--- src/rtl/pll_reconfig_sequencer_if.sv ---
// Host request channel for the PLL reconfiguration sequencer.
// Valid/ready transfer of one {O,D,M} divider set.
interface pll_reconfig_sequencer_if;
  logic       req_valid;
  logic       req_ready;
  logic [7:0] req_O;
  logic [3:0] req_D;
  logic [6:0] req_M;

  modport master (
    output req_valid, req_O, req_D, req_M,
    input  req_ready
  );

  modport slave (
    input  req_valid, req_O, req_D, req_M,
    output req_ready
  );
endinterface

--- src/rtl/pll_reconfig_sequencer.sv ---
// PLL dynamic reconfiguration sequencer: range check, start,
// DRP handshake, lock settle with retry, idle lock monitor.
module pll_reconfig_sequencer #(
  parameter int         LOCK_TIMEOUT  = 65535,
  parameter int         SETTLE_CYCLES = 16,
  parameter int         MAX_RETRIES   = 3,
  parameter logic [7:0] DEF_O         = 8'd2,
  parameter logic [3:0] DEF_D         = 4'd4,
  parameter logic [6:0] DEF_M         = 7'd2
) (
  input  logic       config_clk,
  input  logic       rst,
  pll_reconfig_sequencer_if.slave req,
  output logic [7:0] gen_O,
  output logic [3:0] gen_D,
  output logic [6:0] gen_M,
  output logic       gen_start,
  input  logic       gen_ready,
  input  logic       gen_locked,
  output logic       busy,
  output logic       done,
  output logic [1:0] status,
  output logic [1:0] retries,
  output logic       lock_lost
);

  localparam int TW = $clog2(LOCK_TIMEOUT + 1);
  localparam int SW = $clog2(SETTLE_CYCLES + 1);
  localparam logic [TW-1:0] TMAX  = TW'(LOCK_TIMEOUT);
  localparam logic [SW-1:0] SLAST = SW'(SETTLE_CYCLES - 1);
  localparam logic [1:0]    RMAX  = 2'(MAX_RETRIES);

  localparam logic [1:0] ST_OK    = 2'd0;
  localparam logic [1:0] ST_INVAL = 2'd1;
  localparam logic [1:0] ST_LOCK  = 2'd2;
  localparam logic [1:0] ST_STALL = 2'd3;

  typedef enum logic [3:0] {
    S_IDLE, S_CHECK, S_WAIT_RDY, S_START,
    S_WAIT_ACK, S_WAIT_DONE, S_WAIT_LOCK, S_SETTLE
  } state_t;

  state_t        r_state;
  logic [7:0]    r_sh_O;
  logic [3:0]    r_sh_D;
  logic [6:0]    r_sh_M;
  logic [7:0]    r_gen_O;
  logic [3:0]    r_gen_D;
  logic [6:0]    r_gen_M;
  logic          r_gen_start;
  logic          r_done;
  logic [1:0]    r_status;
  logic [1:0]    r_retries;
  logic          r_lock_lost;
  logic [TW-1:0] r_timer;
  logic [SW-1:0] r_settle;
  logic          r_sync1;
  logic          r_sync2;
  logic          r_lock_d;

  logic w_xfer;
  logic w_valid;
  logic w_expired;
  logic w_locked;
  logic w_fall;
  logic w_retry;

  assign w_xfer    = req.req_valid && (r_state == S_IDLE);
  assign w_valid   = (r_sh_O != 8'd0) && (r_sh_O <= 8'd128) &&
                     (r_sh_D != 4'd0) &&
                     (r_sh_M >= 7'd2) && (r_sh_M <= 7'd64);
  assign w_expired = (r_timer == TMAX);
  assign w_locked  = r_sync2;
  assign w_fall    = r_lock_d && !r_sync2;
  assign w_retry   = (r_retries < RMAX);

  assign req.req_ready = (r_state == S_IDLE);
  assign busy      = (r_state != S_IDLE);
  assign gen_O     = r_gen_O;
  assign gen_D     = r_gen_D;
  assign gen_M     = r_gen_M;
  assign gen_start = r_gen_start;
  assign done      = r_done;
  assign status    = r_status;
  assign retries   = r_retries;
  assign lock_lost = r_lock_lost;

  // Bring gen_locked into config_clk and keep a delayed copy for edge detect
  always_ff @(posedge config_clk or posedge rst) begin
    if (rst) begin
      r_sync1  <= 1'b0;
      r_sync2  <= 1'b0;
      r_lock_d <= 1'b0;
    end else begin
      r_sync1  <= gen_locked;
      r_sync2  <= r_sync1;
      r_lock_d <= r_sync2;
    end
  end

  // Sequencer FSM with phase timer, settle counter and registered outputs
  always_ff @(posedge config_clk or posedge rst) begin
    if (rst) begin
      r_state     <= S_IDLE;
      r_sh_O      <= DEF_O;
      r_sh_D      <= DEF_D;
      r_sh_M      <= DEF_M;
      r_gen_O     <= DEF_O;
      r_gen_D     <= DEF_D;
      r_gen_M     <= DEF_M;
      r_gen_start <= 1'b0;
      r_done      <= 1'b0;
      r_status    <= ST_OK;
      r_retries   <= 2'd0;
      r_lock_lost <= 1'b0;
      r_timer     <= '0;
      r_settle    <= '0;
    end else begin
      r_done      <= 1'b0;
      r_gen_start <= 1'b0;
      if (!w_expired) r_timer <= r_timer + TW'(1);
      unique case (r_state)
        S_IDLE: begin
          if (w_xfer) begin
            r_sh_O      <= req.req_O;
            r_sh_D      <= req.req_D;
            r_sh_M      <= req.req_M;
            r_lock_lost <= 1'b0;
            r_retries   <= 2'd0;
            r_state     <= S_CHECK;
          end else if (r_status == ST_OK && w_fall) begin
            r_lock_lost <= 1'b1;
          end
        end
        S_CHECK: begin
          if (w_valid) begin
            r_gen_O <= r_sh_O;
            r_gen_D <= r_sh_D;
            r_gen_M <= r_sh_M;
            r_timer <= '0;
            r_state <= S_WAIT_RDY;
          end else begin
            r_done   <= 1'b1;
            r_status <= ST_INVAL;
            r_state  <= S_IDLE;
          end
        end
        S_WAIT_RDY: begin
          if (gen_ready) begin
            r_gen_start <= 1'b1;
            r_state     <= S_START;
          end else if (w_expired) begin
            r_done   <= 1'b1;
            r_status <= ST_STALL;
            r_state  <= S_IDLE;
          end
        end
        S_START: begin
          r_timer <= '0;
          r_state <= S_WAIT_ACK;
        end
        S_WAIT_ACK: begin
          if (!gen_ready) begin
            r_timer <= '0;
            r_state <= S_WAIT_DONE;
          end else if (w_expired) begin
            r_done   <= 1'b1;
            r_status <= ST_STALL;
            r_state  <= S_IDLE;
          end
        end
        S_WAIT_DONE: begin
          if (gen_ready) begin
            r_timer <= '0;
            r_state <= S_WAIT_LOCK;
          end else if (w_expired) begin
            r_done   <= 1'b1;
            r_status <= ST_STALL;
            r_state  <= S_IDLE;
          end
        end
        S_WAIT_LOCK: begin
          if (w_locked) begin
            r_settle <= SW'(1);
            r_state  <= S_SETTLE;
          end else if (w_expired) begin
            if (w_retry) begin
              r_retries <= r_retries + 2'd1;
              r_timer   <= '0;
              r_state   <= S_WAIT_RDY;
            end else begin
              r_done   <= 1'b1;
              r_status <= ST_LOCK;
              r_state  <= S_IDLE;
            end
          end
        end
        S_SETTLE: begin
          if (w_locked && r_settle >= SLAST) begin
            r_done   <= 1'b1;
            r_status <= ST_OK;
            r_state  <= S_IDLE;
          end else if (w_expired) begin
            if (w_retry) begin
              r_retries <= r_retries + 2'd1;
              r_timer   <= '0;
              r_state   <= S_WAIT_RDY;
            end else begin
              r_done   <= 1'b1;
              r_status <= ST_LOCK;
              r_state  <= S_IDLE;
            end
          end else if (!w_locked) begin
            r_state <= S_WAIT_LOCK;
          end else begin
            r_settle <= r_settle + SW'(1);
          end
        end
        default: r_state <= S_IDLE;
      endcase
    end
  end

endmodule

--- src/flat_wrapper.sv ---
// flat-port wrapper written by rule: the top's interface ports become plain ports
module pll_reconfig_sequencer_flat 
#(
  parameter int         LOCK_TIMEOUT  = 65535,
  parameter int         SETTLE_CYCLES = 16,
  parameter int         MAX_RETRIES   = 3,
  parameter logic [7:0] DEF_O         = 8'd2,
  parameter logic [3:0] DEF_D         = 4'd4,
  parameter logic [6:0] DEF_M         = 7'd2
)
  (config_clk, rst, gen_O, gen_D, gen_M, gen_start, gen_ready, gen_locked, busy, done, status, retries, lock_lost, req_req_valid, req_req_O, req_req_D, req_req_M, req_req_ready);
  pll_reconfig_sequencer_if req_i ();
  input  logic config_clk;
  input  logic rst;
  output logic [7:0] gen_O;
  output logic [3:0] gen_D;
  output logic [6:0] gen_M;
  output logic gen_start;
  input  logic gen_ready;
  input  logic gen_locked;
  output logic busy;
  output logic done;
  output logic [1:0] status;
  output logic [1:0] retries;
  output logic lock_lost;
  input wire logic [$bits(req_i.req_valid)-1:0] req_req_valid;
  input wire logic [$bits(req_i.req_O)-1:0] req_req_O;
  input wire logic [$bits(req_i.req_D)-1:0] req_req_D;
  input wire logic [$bits(req_i.req_M)-1:0] req_req_M;
  output wire logic [$bits(req_i.req_ready)-1:0] req_req_ready;
  assign req_i.req_valid = req_req_valid;
  assign req_i.req_O = req_req_O;
  assign req_i.req_D = req_req_D;
  assign req_i.req_M = req_req_M;
  assign req_req_ready = req_i.req_ready;
  pll_reconfig_sequencer #(.LOCK_TIMEOUT(LOCK_TIMEOUT), .SETTLE_CYCLES(SETTLE_CYCLES), .MAX_RETRIES(MAX_RETRIES), .DEF_O(DEF_O), .DEF_D(DEF_D), .DEF_M(DEF_M)) u_core (.config_clk(config_clk), .rst(rst), .req(req_i), .gen_O(gen_O), .gen_D(gen_D), .gen_M(gen_M), .gen_start(gen_start), .gen_ready(gen_ready), .gen_locked(gen_locked), .busy(busy), .done(done), .status(status), .retries(retries), .lock_lost(lock_lost));
endmodule
--- config.mk ---
export PLATFORM = sky130hd
export DESIGN_NAME = pll_reconfig_sequencer_flat
export DESIGN_NICKNAME = d
export VERILOG_FILES = /design/src/rtl/pll_reconfig_sequencer_if.sv /design/src/rtl/pll_reconfig_sequencer.sv /design/src/flat_wrapper.sv
export SDC_FILE = /design/constraint.sdc
export NUM_CORES = 1
export LEC_CHECK = 0
export ABC_AREA = 1
export CORE_MARGIN = 10
export CORE_UTILIZATION = 25
export CTS_CLUSTER_DIAMETER = 80
export DETAILED_ROUTE_END_ITERATION = 10
export GPL_ROUTABILITY_DRIVEN = 0
export PLACE_DENSITY = 0.42
export SLEW_MARGIN = 10
export SYNTH_ARGS = -nofsm -noshare
export SYNTH_HDL_FRONTEND = slang
export SYNTH_SLANG_ARGS = --single-unit
--- constraint.sdc ---
create_clock -name config_clk -period 3 [get_ports config_clk]
set_input_delay 0.3 -clock config_clk [delete_from_list [all_inputs] [get_ports config_clk]]
set_output_delay 0.3 -clock config_clk [all_outputs]
set_load 0.01 [all_outputs]
==> results.ini <==
[yosys]
synth_warnings=0
async_reset_ff_share_pct=100
syn_nets=498
synth_most_common_cell=nand2_1
synth_simple_gate_area_share_pct=34.9
synth_ff_type=dfrtp_1
avgSynthCellArea_um2=8.05
synth_top_family_by_area=simple AND/OR/NAND/NOR gates
ys_top_cells_by_count=nand2_1, dfrtp_1, nor2_1
synth-adder-area-share_pct=1.32
synth_compound_area_share_pct=5.92
synth_edf_count=0
synth-seq-area-share_pct=48.5
ys_ff_latch=73
synth_area_um2=3780
synth_xor_area_share_pct=2.55
synthDistinctLibCells=40
yosys.area.top_type=dfrtp_1
synth.area.mux_share_pct=0
syn_inst=470
synth_area_leaders=dfrtp_1, nand2_1, nor2_1
synth_top_area_share_pct=44.3

[timing]
hold_violations=0
max-slew-margin-rel_pct=60.2
setup_viol=0
post-route-worst-setup-slack_ns=0.826
whs_ns=0.356
final.period_utilization_pct=72.5
setup_tns_ns=0
skew_ns=0.00457
rsz0062_at_grt=false
max_freq_ghz=0.460
worst_pin_slew_ns=0.596
fin_crit_ns=2.17
drv_slew=0

[power_and_ir_drop]
p_total_mw=4.00
p_leak_nw=2.45
ir_drop_mv=0.363
p_per_area_nw_per_um2=831

[floorplanning]
dieArea_um2=20500
fp.coreArea_um2=14700
core.rowCount=44
initial_utilization_pct=25.7
die_w_um=143
ioPinCount=52
die_h_um=143

[critical_path]
endpoint_kind=flop
arrival_ns=2.40
path_depth=12
r2r_start=u_core.r_settle[0]
cpMostUsedCell=nand2_1
path_class=reg2reg
reg2regPathDepth=12
cp-start-kind=flop
slowest_stage=dfrtp_1
cp.buffers_inverters=1
max_stage_delay_ns=0.41
critical_path.top_delay_family=simple AND/OR/NAND/NOR gates
worstSetupStartpoint=u_core.r_settle[0]
cp.required_ns=3.23
crit_chain=ha_1 > nand2_1 > nor2_1 > ha_1 > nor2_1 > nand2_1 > nand2_1 > o21ai_4 > nor2_8 > nand3_4 > nand2_1 > inv_1
critPathMaxFanout=16

[global_routing]
grt_max_degree=33
antenna_found_initial=0
busiest_layer=met2
grt_pass1_wl_um=16600
grt_pass1_vias=3231
use_met2_pct=16.1
grt_usage_pct=10.4
overflow=0
met1_usage_pct=13.0
use_met3_pct=2.99

[route]
dr.first_iter.drc_count=142
routed_wl_um=9740
viasPerCell=4.25
drtAntennaViolNets=0
drcViolationCount=0
drt-pass1-iter-count=5
wl_per_cell_um=13.6
vias=3044

[clock_tree]
post_cts_buffers=0
clk_pin_slew_ns=0.06
post_cts_resized=0
worstSkewPairLatency_ns=0.34
htreeDepth=3
ctsHoldBuffers=0
numCtsBuffers=9
clk_path_buf_depth=2
clkSinkCount=73
cts_tree=yes
root_buffer=clkbuf_16

[finish]
design_area_um2=4810
fin_nets=556
nFillCells=1529
diodes=0
multi_input_area_um2=1690
layout.area.seq_um2=1830
drive_gt1_share_pct=13.5
syn2layout_area_growth_pct=27.1

[job]
maxCapViolations=0

[worst_hold_path]
min_path_type=in2async

[placement]
port_buffers=51
place_worst_setup_slack_ns=0.834
hpwl_um=7150
placed_cell_area_um2=4520

[outcome]
status=finished clean

[final cells by class]
class / count / area share, %
sequential: 73 / 38.1
multi-input combinational: 335 / 35.2
timing repair buffer: 56 / 11.7
clock buffer: 13 / 5.20
tap: 184 / 4.79
inverter: 53 / 4.14
clock inverter: 3 / 0.833
[metrics by stage]
step | cells | util, %
after floorplan | 470 | -
after global placement | 701 | 30.7
after detailed placement | 701 | 30.7
after CTS | 717 | 32.7
after global routing | 717 | 32.7
final | 717 | 32.7
[flip-flops by register name, summed over array words and instances (netlist names), 2 cells and up]
register and count:
u_core.gen_D 4, u_core.gen_M 7, u_core.gen_O 8, u_core.r_settle 5
u_core.r_sh_D 4, u_core.r_sh_M 7, u_core.r_sh_O 8, u_core.r_state 4
u_core.r_timer 16, u_core.retries 2, u_core.status 2
[power breakdown]
group / leakage (nW) / internal [mW] / switching (mW)
Sequential: 0.934 / 1.34 / 0.261
Clock: 0.144 / 0.665 / 0.412
Combinational: 1.38 / 0.605 / 0.717
[per-layer routing]
| metal | vias to the layer above | wire length (um) |
|---|---|---|
| met4 | 0 | 99 |
| met5 | - | 0 |
| met2 | 66 | 4430 |
| met3 | 8 | 515 |
| met1 | 1394 | 4700 |
| li1 | 1576 | - |
[logic make-up after synthesis]
group | count (synthesis)
fa+ha+maj | 4
buf+inv | 62
flops | 73
other cells | 1
xor+xnor | 11
compound gates | 35
simple gates | 284
[final timing paths]
kind                                endpoint  slack [ns]
max in group asynchronous    u_core.gen_M[1]        1.90
min                          u_core.gen_O[0]        0.36
max reg2reg                u_core.r_timer[9]        0.83
min reg2reg                   u_core.r_sync2        0.38
max                        u_core.r_timer[9]        0.83
min in group config_clk       u_core.r_sync2        0.38
[cell usage in the layout, fill, tap and decap left out, drive strengths merged]
cell type / instances
nand2: 191
dfrtp: 67
nor2: 53
inv: 52
clkdlybuf4s50: 51
nand3: 25
o21ai: 19
clkbuf: 13
nand4: 10
a21oi: 8
xnor2: 6
dfstp: 6
xor2: 5
buf: 5
ha: 4
nor3: 3
clkinv: 3
o21bai: 2
a211oi: 2
or2: 1
o22ai: 1
o31ai: 1
o22a: 1
a2bb2oi: 1
nand3b: 1
bufinv: 1
conb: 1
Power figures use the tool's default switching activity.
